==> config.mk <==
export PLATFORM = sky130hd
export DESIGN_NAME = kmer_signature_streamer
export DESIGN_NICKNAME = d
export VERILOG_FILES = /design/src/rtl/kmer_signature_streamer.sv
export SDC_FILE = /design/constraint.sdc
export NUM_CORES = 1
export LEC_CHECK = 0
export ABC_CLOCK_PERIOD_IN_PS = 8200
export CELL_PAD_IN_SITES_DETAIL_PLACEMENT = 2
export CELL_PAD_IN_SITES_GLOBAL_PLACEMENT = 2
export CORE_UTILIZATION = 31
export CTS_BUF_LIST = sky130_fd_sc_hd__clkbuf_8 sky130_fd_sc_hd__clkbuf_16
export DETAILED_ROUTE_END_ITERATION = 8
export MAX_ROUTING_LAYER = met4
export PLACE_DENSITY = 0.77
export REMOVE_ABC_BUFFERS = 1
export SLEW_MARGIN = 20
export SYNTH_ARGS = -nofsm -noshare
export SYNTH_HDL_FRONTEND = slang
export SYNTH_SLANG_ARGS = --single-unit
==> constraint.sdc <==
create_clock -name clk -period 8.2 [get_ports clk]
set_clock_uncertainty 0.2 [all_clocks]
set_input_delay 0.82 -clock clk [delete_from_list [all_inputs] [get_ports clk]]
set_output_delay 0.82 -clock clk [all_outputs]
set_load 0.01 [all_outputs]
==> src/rtl/kmer_signature_streamer.sv <==
// Rolling k-mer window over a 2-bit nucleotide stream; each complete k-mer is hashed
// and presented with its start index on a single-register valid/ready output.
module kmer_signature_streamer #(
    parameter int          KMER_LEN        = 16,
    parameter int          SIGNATURE_WIDTH = 32,
    parameter int          INDEX_WIDTH     = 10,
    parameter logic [31:0] HASH_MULT       = 32'h9E3779B1,
    parameter logic [31:0] HASH_SEED       = 32'h0
) (
    input  logic                       clk,
    input  logic                       reset,
    input  logic                       nuc_valid,
    output logic                       nuc_ready,
    input  logic [1:0]                 nuc_base,
    input  logic                       nuc_invalid,
    input  logic                       nuc_start,
    input  logic                       nuc_last,
    output logic                       sig_valid,
    input  logic                       sig_ready,
    output logic [SIGNATURE_WIDTH-1:0] sig_value,
    output logic [INDEX_WIDTH-1:0]     sig_index,
    output logic                       sig_last,
    output logic                       seq_empty,
    output logic                       busy
);

    localparam int WIN_W  = 2 * KMER_LEN;
    localparam int FILL_W = $clog2(KMER_LEN + 1);
    localparam logic [FILL_W-1:0]          FILL_FULL = FILL_W'(KMER_LEN);
    localparam logic [FILL_W-1:0]          FILL_ONE  = FILL_W'(1);
    localparam logic [INDEX_WIDTH-1:0]     IDX_OFF   = INDEX_WIDTH'(KMER_LEN - 1);
    localparam logic [INDEX_WIDTH-1:0]     IDX_ONE   = INDEX_WIDTH'(1);
    localparam logic [SIGNATURE_WIDTH-1:0] MULT_C    = SIGNATURE_WIDTH'(HASH_MULT);
    localparam logic [SIGNATURE_WIDTH-1:0] SEED_C    = SIGNATURE_WIDTH'(HASH_SEED);

    typedef enum logic [1:0] {
        IDLE   = 2'd0,
        FILL   = 2'd1,
        STREAM = 2'd2
    } state_t;

    state_t                     state_r;
    logic [WIN_W-1:0]           window_r;
    logic [FILL_W-1:0]          fill_r;
    logic [INDEX_WIDTH-1:0]     pos_r;
    logic                       emitted_r;
    logic                       sig_valid_r;
    logic [SIGNATURE_WIDTH-1:0] sig_value_r;
    logic [INDEX_WIDTH-1:0]     sig_index_r;
    logic                       sig_last_r;
    logic                       seq_empty_r;
    logic                       busy_r;

    logic                       take_s;
    logic [WIN_W-1:0]           win_base_s;
    logic [WIN_W-1:0]           window_new_s;
    logic [FILL_W-1:0]          fill_base_s;
    logic [FILL_W-1:0]          fill_new_s;
    logic [INDEX_WIDTH-1:0]     pos_base_s;
    logic                       emitted_base_s;
    logic                       emit_s;
    logic [SIGNATURE_WIDTH-1:0] hash_s;
    state_t                     state_nx_s;
    logic                       sig_valid_nx_s;

    assign nuc_ready = !sig_valid_r || sig_ready;
    assign sig_valid = sig_valid_r;
    assign sig_value = sig_value_r;
    assign sig_index = sig_index_r;
    assign sig_last  = sig_last_r;
    assign seq_empty = seq_empty_r;
    assign busy      = busy_r;

    // Per-base update: nuc_start wipes the context before the base itself is applied.
    always_comb begin
        take_s         = nuc_valid && nuc_ready && ((state_r != IDLE) || nuc_start);
        win_base_s     = nuc_start ? '0 : window_r;
        fill_base_s    = nuc_start ? '0 : fill_r;
        pos_base_s     = nuc_start ? '0 : pos_r;
        emitted_base_s = nuc_start ? 1'b0 : emitted_r;
        window_new_s   = (win_base_s << 2) | WIN_W'(nuc_base);
        if (nuc_invalid) begin
            fill_new_s = '0;
        end else if (fill_base_s == FILL_FULL) begin
            fill_new_s = FILL_FULL;
        end else begin
            fill_new_s = fill_base_s + FILL_ONE;
        end
        emit_s = take_s && !nuc_invalid && (fill_new_s == FILL_FULL);
        hash_s = (SIGNATURE_WIDTH'(window_new_s) ^ SEED_C) * MULT_C;
    end

    // Next state and next output-valid, shared by the state register and the busy flag.
    always_comb begin
        if (!take_s) begin
            state_nx_s = state_r;
        end else if (nuc_last) begin
            state_nx_s = IDLE;
        end else if (emit_s) begin
            state_nx_s = STREAM;
        end else begin
            state_nx_s = FILL;
        end
        if (emit_s) begin
            sig_valid_nx_s = 1'b1;
        end else if (sig_ready) begin
            sig_valid_nx_s = 1'b0;
        end else begin
            sig_valid_nx_s = sig_valid_r;
        end
    end

    // State, window context and the single output register.
    always_ff @(posedge clk or posedge reset) begin
        if (reset) begin
            state_r     <= IDLE;
            window_r    <= '0;
            fill_r      <= '0;
            pos_r       <= '0;
            emitted_r   <= 1'b0;
            sig_valid_r <= 1'b0;
            sig_value_r <= '0;
            sig_index_r <= '0;
            sig_last_r  <= 1'b0;
            seq_empty_r <= 1'b0;
            busy_r      <= 1'b0;
        end else begin
            if (take_s) begin
                window_r  <= nuc_invalid ? win_base_s : window_new_s;
                fill_r    <= fill_new_s;
                pos_r     <= pos_base_s + IDX_ONE;
                emitted_r <= emitted_base_s || emit_s;
            end
            if (emit_s) begin
                sig_value_r <= hash_s;
                sig_index_r <= pos_base_s - IDX_OFF;
                sig_last_r  <= nuc_last;
            end
            state_r     <= state_nx_s;
            sig_valid_r <= sig_valid_nx_s;
            // Empty marker only when the whole sequence ends without a single k-mer.
            seq_empty_r <= take_s && nuc_last && !emit_s && !emitted_base_s;
            busy_r      <= (state_nx_s != IDLE) || sig_valid_nx_s;
        end
    end

endmodule

* After elaboration in Yosys (flattened, before gate mapping)
Index checks and enable logic that the tools add are counted.
** Word-level totals
- Bits in registers :: 94
- Logic and storage cells :: 47
- Output and inout port bits :: 47
- Input bits :: 9
** Operators by class
- Multiply operators :: 1
- Equal/unequal tests :: 2
- Reductions and logical operators :: 17
- Add/sub/neg operators :: 3
- Mux-type cells :: 12
- Bitwise gates (word level) :: 1
** Operators by type and width (count)
- $mux W30 :: 2
- $mul A32 B32 Y32 const B :: 1
- $or A32 B2 Y32 :: 1
- $mux W5 :: 3
- $add A10 B1 Y10 const B :: 1
- $eq A5 B5 Y1 const B :: 2
- $mux W10 :: 1
- $sub A10 B4 Y10 const B :: 1
- $logic_and A1 B1 Y1 :: 7
- $mux W2 :: 3
- $add A5 B1 Y5 const B :: 1
- $logic_not A1 Y1 :: 4
- $logic_or A1 B1 Y1 :: 4
- $reduce_bool A2 Y1 :: 2
- $mux W1 :: 3

* Longest topological paths before layout
- Depth in word-level cells :: 11
- Mapped depth :: 29
- Depth with buffers taken out :: 26

* Worst setup path before layout
Ideal clock, no wire load.
- Kind :: input-to-reg
- Start :: in nuc_start
- End :: reg sig_value_r[31] (netlist: sig_value[31])
- Setup time :: 132 ps
- Arrival :: 7702 ps
- Buffers on the path :: 4
- Stages :: 27
- Required time :: 7868 ps
- Setup slack :: 166 ps
- Path through :: buf_2 clkbuf_1 buf_1 clkbuf_1 nand2b_1 inv_1 ha_1 ha_1 fa_1 inv_1 fa_1 inv_1 fa_1 fa_1 fa_1 inv_1 fa_1 inv_1 ha_1 a21oi_1 nand2_1 a221oi_1 o22ai_1 a41oi_1 o21ai_0 xnor2_1 o21ai_1
** On the way
- Cells in the longest elaborated chain, start to end :: 6
- Elaborated cells on any way between the ends :: 13
- Those cells by class :: add/sub (1); mul (1); eq/ne (2); mux (4); bitwise (1); reduce/logical (4)
** RTL lines
- start, declared :: RTL line 16 : input logic nuc_start,
- branches (longest 6 deep; another with $mul A32 B32 Y32)
- end signal, assigned :: RTL line 135 : sig_value_r <= hash_s;
- end, declared :: RTL line 48 : logic [SIGNATURE_WIDTH-1:0] sig_value_r;
Several ways; the timed one is not identified.
A chain may end at the register's enable or synchronous reset.

* Final worst setup path
Ends and elaborated chain as after synthesis.

==> impl_metrics.yaml <==
run_status:
  status: "finished, final reports clean"
final_layout:
  final_cell_mix: "inv_1 (336), fa_1 (194), ha_1 (167)"
  utilization_pct: 35.5
  final_common_cell: "inv_1"
  synthToLayoutAreaGrowth_pct: 12.8
  fin_nets: 1835
  drive_above_1_share_pct: 4.90
  num-fill-cells: 4633
setup_path:
  crit_fanout: 28
  required_ps: 8260
  crit_path_end_kind: "flip-flop"
  r2r_setup_slack_ps: 620
  cp.arrival_ps: 7760
  critical_path_class: "primary input to flip-flop"
  start_kind: "primary input"
  path_common_cell: "fa_1"
  worst_path_max_delay_cell: "fa_1"
  cp_slowest_stage_delay_ps: 530
logic_synthesis:
  yosysWarnings: 0
  async_flop_share_pct: 100
  synth_area_leaders: "fa_1 (29%), dfrtp_1 (18%), ha_1 (16%)"
  syn_area_mm2: 0.0132
  netlist-cell-type-count: 57
  syn_inst: 1400
  yosysTopAreaCellShare_pct: 29.4
  ys.flop_type: "dfrtp_1"
  syn_avg_cell_area_um2: 9.45
  synth_top_area_cell: "fa_1"
  synth_edf_count: 0
  seq_area_frac_synth_pct: 17.8
  ys_ff_latch: 94
timing:
  slew_viol_final: 0
  relSlewSlack_pct: 38.3
  tns_ps: 0
  worst-slew-pin-transition_ps: 926
  max_clock_freq_mhz: 130
  rsz0062_at_grt: "no"
  hold_violations: 0
  hold_slack_ps: 278
  setup_viol: 0
  fin_crit_sh_pct: 93.9
  period_needed_ps: 7700
clock_network:
  cts-root-buf: "clkbuf_16"
  cts_setup_buffers: 0
  cts_resized: 0
  htreeDepth: 3
  numCtsBuffers: 9
  cts.sinks: 94
  clockBufferDepth: 2
  clk_latency_ps: 390
  holdBufCountCts: 0
  clk_pin_slew_ps: 70
  tritoncts: "done"
run:
  max_cap_violations: 0
global_routing:
  grt_overflow_total: 0
  grt_pass1_wl_mm: 65.3
  grt_start_max_net_pins: 70
  first_global_vias: 11376
  antenna_found_initial: 1
  grt_usage_pct: 20.4
floorplan:
  die-area_mm2: 0.0435
  coreArea_mm2: 0.0420
  pin_count: 56
  die_y_um: 209
  die_w_um: 209
  start_util_pct: 31.5
  row_count: 75
detailed_routing:
  wl_met1_mm: 17.3
  wl_per_cell_um: 20.0
  avgViaCountPerCell: 4.78
  drt_iter0_markers: 334
  dr.pass1.iters: 5
  ant_nets: 0
  drc_errors: 0
  dr_wl_met2_mm: 20.8
  wl_mm: 40.3
  vias: 9614
  highest_layer: "met4"
  routed-wl-met3_mm: 1.34
placed_design:
  gp_congestion: 0.953
  hpwlAfterDp_mm: 34.2
  io_buffers: 55
power_and_ir_drop:
  vdd_drop_max_uv: 123
  power.leakage_nw: 7.79
  powerDensity_mw_per_mm2: 244
hold_path:
  hold_class: "flip-flop to flip-flop"
-- critical path: cells and delay by family --
| family | cells | cell delay [ps] |
|---|---|---|
| AO/OA/AOI/OAI | 7 | 1380 |
| XOR/XNOR | 2 | 370 |
| adder cells (fa/ha/maj) | 8 | 3770 |
| buffers and inverters | 9 | 1230 |
| AND/OR/NAND/NOR | 1 | 160 |
-- cell type report --
class	count	area, µm²	area share [%]
tap	539	674	4.52
timing repair buffer	106	928	6.22
multi-input combinational	918	9420	63.1
antenna	1	2.50	0.0168
sequential	94	2350	15.8
clock inverter	7	56.3	0.377
clock buffer	9	225	1.51
inverter	336	1260	8.47
-- state kept, by name, indices dropped and copies added, names as in the netlist --
signal,count
busy,1
emitted_r,1
fill_r,5
pos_r,10
seq_empty,1
sig_index,10
sig_last,1
sig_valid,1
sig_value,32
state_r,2
window_r,30
-- final timing paths --
check	endpoint	cells after the start	from
worst min-delay path	sig_value[23]	2	sig_value[23]
max in group asynchronous	window_r[15]	3	reset
worst max-delay path	sig_value[31]	27	nuc_start
worst max register to register	sig_value[31]	25	window_r[7]
worst min register to register	sig_value[23]	2	sig_value[23]
min in group asynchronous	sig_value[7]	2	reset
-- routing by layer --
metal / track usage [%] / up-vias
met1: 24.4 / 5012
met2: 35.6 / 107
li1: - / 4453
met4: 5.15 / 0
met5: - / -
met3: 3.16 / 42
-- cells in the mapped netlist, types with 10 or more instances --
master and n:
a21oi_1 29, clkbuf_1 41, and2_1 10, o21ai_0 70, xor2_1 36, nand2b_1 16
fa_1 194, nor2_1 41, a22oi_1 27, nand3_1 12, a21o_1 12, inv_1 336
mux2_1 10, nor2b_1 33, nand2_1 112, dfrtp_1 94, xnor2_1 61, ha_1 167
-- stage by stage --
step	setup WS, ps	area [µm²]	total power [W]	std cells
after floorplan	1130	13000	0.00240	1348
after global placement	309	14600	0.00306	1993
after detailed placement	116	14600	0.00323	1993
after CTS	475	14900	0.00372	2009
after global routing	67.3	14900	0.00409	2010
final	502	14900	0.00363	2010
-- where the power goes --
group | switching (W) | internal (W)
registers | 0.0000515 | 0.000485
logic | 0.00158 | 0.00108
clock network | 0.000224 | 0.000211
-- cell families after synthesis --
family | share of synthesized area (%)
muxes | 1.15
adders and majority gates | 45.2
xor gates and xnor gates | 6.76
AOI/OAI and AO/OA | 8.85
and+or+nand+nor | 9.09
DFF | 17.8
buffers and inverters | 11.1
Note: power is estimated with default switching activity, not from simulation.
==> patch 1, RTL diff (config.mk and constraints unchanged) <==
Set the parameter `INDEX_WIDTH` to 12 (it was 10).
--- a/src/rtl/kmer_signature_streamer.sv
+++ b/src/rtl/kmer_signature_streamer.sv
@@ -3,7 +3,7 @@
 module kmer_signature_streamer #(
     parameter int          KMER_LEN        = 16,
     parameter int          SIGNATURE_WIDTH = 32,
-    parameter int          INDEX_WIDTH     = 10,
+    parameter int          INDEX_WIDTH     = 12,
     parameter logic [31:0] HASH_MULT       = 32'h9E3779B1,
     parameter logic [31:0] HASH_SEED       = 32'h0
 ) (
Interface: changed (resized sig_index); port bits go from 56 to 58. The function was not compared with the original's and may differ.
==> patch 1 against the original RTL <==
Wire length up 6.9%. Combinational power rose by 26%. Clock power increased by 6.7%. Sequential cell count up 4. Design area rose by 1.3%. Power is 20% higher. Global-route usage up 1.1 points. Count of clock-buffer cells in the layout is the same. Area after synthesis up 1.5%. Setup slack lost 0.23 ns. Critical path type unchanged. Critical endpoint is now sig_value[25].
==> patch 1: results (changes against the original RTL) <==
* Cells after DPL at 2031 (+1.9%)
* Total track usage at 21.43% (+1.1 points)
* Syn_area_per_cell at 9.501 um^2 (+0.55%)
* YS warnings at 0 (unchanged)
* DR DRC count at 0 (unchanged)
* Leak at 7.726 nW (-0.78%)
* Async SR Flop Fraction at 100.0% (unchanged)
* Clock buffer count from CTS at 9 (unchanged)
* First-pass GRT wire length at 68.65 mm (+5.1%)
* CP max stage cell: nor2b_1
* Top cells by area, synth: fa_1 (29%), dfrtp_1 (18%), ha_1 (16%)
* Final Hold Vio Count at 0 (unchanged)
* H-tree Lvls at 3 (unchanged)
* HPWL Detailed at 36.12 mm (+5.5%)
* Vias per inst at 4.883 (+2.1%)
* Largest net degree at the start of global routing at 76 (+8.6%)
* Pre-CTS setup slack at -0.03058 ns (-0.1471 ns)
* Cell family with most CP delay: adder cells
* CTS root buf: clkbuf_16
* Status: finished, final reports clean
* Sequential share of the synthesized area at 18.27% (+0.49 points)
* HP Class: flip-flop to flip-flop
* First DRT Iteration DRCs at 433 (+30%)
* Hold path cells at 2 (unchanged)
* Area after DPL at 0.01478 mm^2 (+1.0%)
* Non-filler instance count after layout at 2051 (+2.0%)
* IR drop worst, VDD at 179.3 uV (+46%)
* Slowest Stage Delay on Critical Path at 0.71 ns (+0.18 ns)
* Ys flop type: dfrtp_1
* CTS max path bufs at 2 (unchanged)
* Ratio of cells with drive above 1 in the final layout at 4.888% (-0.010 points)
* Clock slew at reported path FFs at ~0.080 ns
* Critical Path Fanout Max at 22 (-21%)
* Yosys cell types at 58 (+1.8%)
* Initial DRT Pass Iterations at 5 (unchanged)
* Routability congestion estimate at 0.8916 (-6.4%)
* Antenna violations before repair at 1 (unchanged)
* Worst skew pair latency at 0.39 ns (about the same)
* Vias in the first global route at 11870 (+4.3%)
* Most frequent cells after synthesis: inv_1 (307), fa_1 (197), ha_1 (173)
* Max reg flops at 32 (unchanged)
* Worst Reg-to-Reg Cells at 23 (-8.0%)
* Slew @ Worst Pin at 0.9018 ns (-0.02426 ns)
* Post-Route WL at 43.10 mm (+6.9%)
* Nets@finish at 1847 (+0.65%)
* CP arrival at 8.02 ns (+0.26 ns)
* Layout fillers at 4664 (+0.67%)
* # port buffers at 57 (+3.6%)
[patch 1: cell count changes in the layout (fill, tap and decap cells not counted), sizes merged, moves of 4 or more]
cell,delta
inv,-31
nand2,+24
buf,-11
mux2,-10
nor3,+9
xnor2,-9
ha,+6
nand3,+6
nand4,+6
a21o,+5
dfrtp,+4
o31ai,-4
[patch 1: layer usage]
| layer | track usage [%] | routed length, um | vias up | share of wire [%] |
|---|---|---|---|---|
| met5 | - | 0 | - | 0 |
| met4 | 7.224 | 1247 | 0 | 2.9 |
| met3 | 4.127 | 1754 | 61 | 4.1 |
| met2 | 35.70 | 21670 | 164 | 50 |
| met1 | 25.94 | 18430 | 5276 | 43 |
| li1 | - | - | 4514 | - |
[patch 1: cell type report]
type	instances	area (um^2)	share of cell area, %
Multi-Input combinational cell	955	9594	63.46
Antenna cell	1	2.502	0.01655
Clock buffer	9	225.2	1.490
Sequential cell	98	2452	16.22
Timing Repair Buffer	97	880.8	5.826
Inverter	307	1159	7.664
Tap cell	577	721.9	4.775
Clock inverter	7	82.58	0.5462
[patch 1: worst min-delay path, stage by stage, from the launching register on]
cell and delay [ns]:
dfrtp_1 0.35, nand2_1 0.05, nand2_1 0.05
[patch 1: final timing paths]
check / from / to / slack [ns]
min in group asynchronous: reset / sig_value[6] / 0.68
hold / removal: sig_value[7] / sig_value[7] / 0.28
max in group asynchronous: reset / sig_value[24] / 5.94
hold reg to reg: sig_value[7] / sig_value[7] / 0.28
setup / recovery: nuc_start / sig_value[25] / 0.27
setup reg to reg: window_r[2] / sig_value[25] / 0.38
[patch 1: logic make-up (layout without fill, tap and decap cells)]
logic type | count (synthesis) | after routing | share of synthesized area (%)
fa+ha+maj | 370 | 370 | 45.50
buf+inv | 360 | 420 | 10.33
simple gates | 307 | 307 | 11.09
compound gates | 185 | 185 | 8.528
flops | 98 | 98 | 18.27
xor+xnor | 92 | 92 | 6.216
mux | 1 | 1 | 0.07456
other cells | 0 | 1 | 0
[patch 1: power breakdown]
part	total [mW]	switching, mW	internal [mW]
combinational	3.34	2.00	1.34
sequential	0.563	0.0577	0.505
clock	0.464	0.222	0.242
total	4.37	2.28	2.08
[patch 1: repair_timing]
item | CTS | global route
endpoints found under the setup margin | 0 | 1
buffers inserted | 0 | 3
hold buffers | 0 | 0
resized for setup | 0 | 1
==> patch 2, RTL diff (same settings) <==
Made on the original files. Re-encode `state_t` (3 states) as one-hot, 3 bits wide.
--- a/src/rtl/kmer_signature_streamer.sv
+++ b/src/rtl/kmer_signature_streamer.sv
@@ -33,10 +33,10 @@
     localparam logic [SIGNATURE_WIDTH-1:0] MULT_C    = SIGNATURE_WIDTH'(HASH_MULT);
     localparam logic [SIGNATURE_WIDTH-1:0] SEED_C    = SIGNATURE_WIDTH'(HASH_SEED);
 
-    typedef enum logic [1:0] {
-        IDLE   = 2'd0,
-        FILL   = 2'd1,
-        STREAM = 2'd2
+    typedef enum logic [2:0] {
+        IDLE   = 3'b001,
+        FILL   = 3'b010,
+        STREAM = 3'b100
     } state_t;
 
     state_t                     state_r;
Check against the original RTL: no difference found for any inputs over 10 cycles, from zero or initial values and one cycle with reset high; not proved beyond that.
==> patch 2 against the original RTL <==
Setup slack got worse by 0.048 ns. Global-route usage increased by 1.1 points. Die area decreased by 0.64%. Sequential cell count increased by 1. Area after synthesis decreased by 0.64%. First-iteration DRC count decreased by 11%. Design area decreased by 0.52%. Wire length increased by 6.2%.
Power is not compared: it rests on default switching activity, and its combinational part moved more than twofold at a synthesized area within 25%.
==> patch 2: results (changes against the original RTL) <==
* Multi-input combinational area share at 62.83% (-0.29 points)
* FF-to-FF Start: window_r[4]
* Area after DPL at 0.01455 mm^2 (-0.56%)
* Critical Path Fanout Max at 21 (-25%)
* YS warnings at 0 (unchanged)
* Most frequent cells after synthesis: inv_1 (336), fa_1 (194), ha_1 (167)
* Synth Area in XOR/XNOR at 6.730% (-0.032 points)
* Post-Syn Instances at 1372 (-2.0%)
* Worst r2r dst: sig_value[29]
* Largest net degree at the start of global routing at 81 (+16%)
* Critical Path Sink: sig_value[30]
* Source of the critical timing path: nuc_start
* Post-Synth Adder-Cell Area at 45.45% (+0.22 points)
* Top cells by area, synth: fa_1 (30%), dfrtp_1 (18%), ha_1 (16%)
* Initial DRT Pass Iterations at 4 (-1)
* Worst Hold End: sig_value[26]
* Fraction of area in registers at 16.03% (+0.26 points)
* Non-filler instance count after layout at 1984 (-1.3%)
* Signal buf overhead at 6.154% (-0.069 points)
* First-pass GRT wire length at 67.50 mm (+3.3%)
* Layout fillers at 4612 (-0.45%)
* Ys flop type: dfrtp_1
* Total track usage at 21.51% (+1.1 points)
* Yosys cell types at 60 (+5.3%)
* Bufs w/o clock at 104 (-1.9%)
* Leak at 7.775 nW
* Pre-CTS setup slack at -0.07166 ns (-0.1882 ns)
* Clk cell area share at 1.931% (+0.044 points)
* CTS root buf: clkbuf_16
* CTS resizes at 0 (unchanged)
* HP Start: sig_value[26]
* Count of multi-input gates at 894 (-2.6%)
* DR vias at 9656 (+0.44%)
* Slowest Stage Delay on Critical Path at 0.57 ns (+0.04 ns)
* Final Hold Vio Count at 0 (unchanged)
* Flop and latch count out of synthesis at 95 (+1.1%)
* Max reg flops at 32 (unchanged)
* Routability congestion estimate at 0.9449 (-0.85%)
* Post-route minimum period at 7.746 ns (+0.04800 ns)
* First DRT Iteration DRCs at 297 (-11%)
* Slew @ Worst Pin at 0.9534 ns (+0.02728 ns)
* Vias in the first global route at 11520 (+1.3%)
* Inverters at 336 (unchanged)
* HPWL Detailed at 36.20 mm (+5.7%)
* Area delta synth->final at 12.92%
* N_diodes at 0 (-1)
* Reg2reg setup slack at 0.75 ns (+0.13 ns)
* Status: finished, final reports clean
* Multiplexer area fraction after synthesis at 1.180% (+0.027 points)
* Clock slew at reported path FFs at approximately 0.080 ns
* Full die area at 0.04323 mm^2 (-0.64%)
* Nets@finish at 1810 (-1.4%)
* Antenna violations before repair at 0 (-1)
* CP arrival at 7.78 ns (+0.02 ns)
* Post-Route WL at 42.78 mm (+6.2%)
* Sequential share of the synthesized area at 18.10% (+0.32 points)
* Post-CTS setup buffers at 0 (unchanged)
* Hold slack at 0.2860 ns (+0.007873 ns)
* Ratio of cells with drive above 1 in the final layout at 5.952% (+1.1 points)
* Compound-cell area share of the yosys netlist at 8.853% (about the same)
## patch 2: logic make-up (layout without fill, tap and decap cells)
group | count (synthesis) | count (layout)
AO/OA/AOI/OAI | 178 | 178
buffers and inverters | 383 | 456
flip-flops | 95 | 95
adder cells (fa/ha/maj) | 361 | 361
XOR/XNOR | 101 | 101
multiplexers | 14 | 14
AND/OR/NAND/NOR | 240 | 240
## patch 2: power by group through the flow
stage | Sequential [mW] | Combinational, mW | Clock [mW]
6_report | 0.492 | 1.15 | 0.449
3_3_place_gp | 0.500 | 1.10 | 0
2_1_floorplan | 0.502 | 0.778 | 0
5_1_grt | 0.493 | 1.31 | 0.471
4_1_cts | 0.491 | 1.18 | 0.463
3_5_place_dp | 0.501 | 1.16 | 0
## patch 2: layer usage
metal | part of all wire (%) | routed length (um) | global-route usage (%)
met5 | 0 | 0 | -
met4 | 3.5 | 1504 | 7.918
met3 | 3.2 | 1358 | 3.396
met2 | 51 | 21830 | 36.88
met1 | 42 | 18090 | 25.43
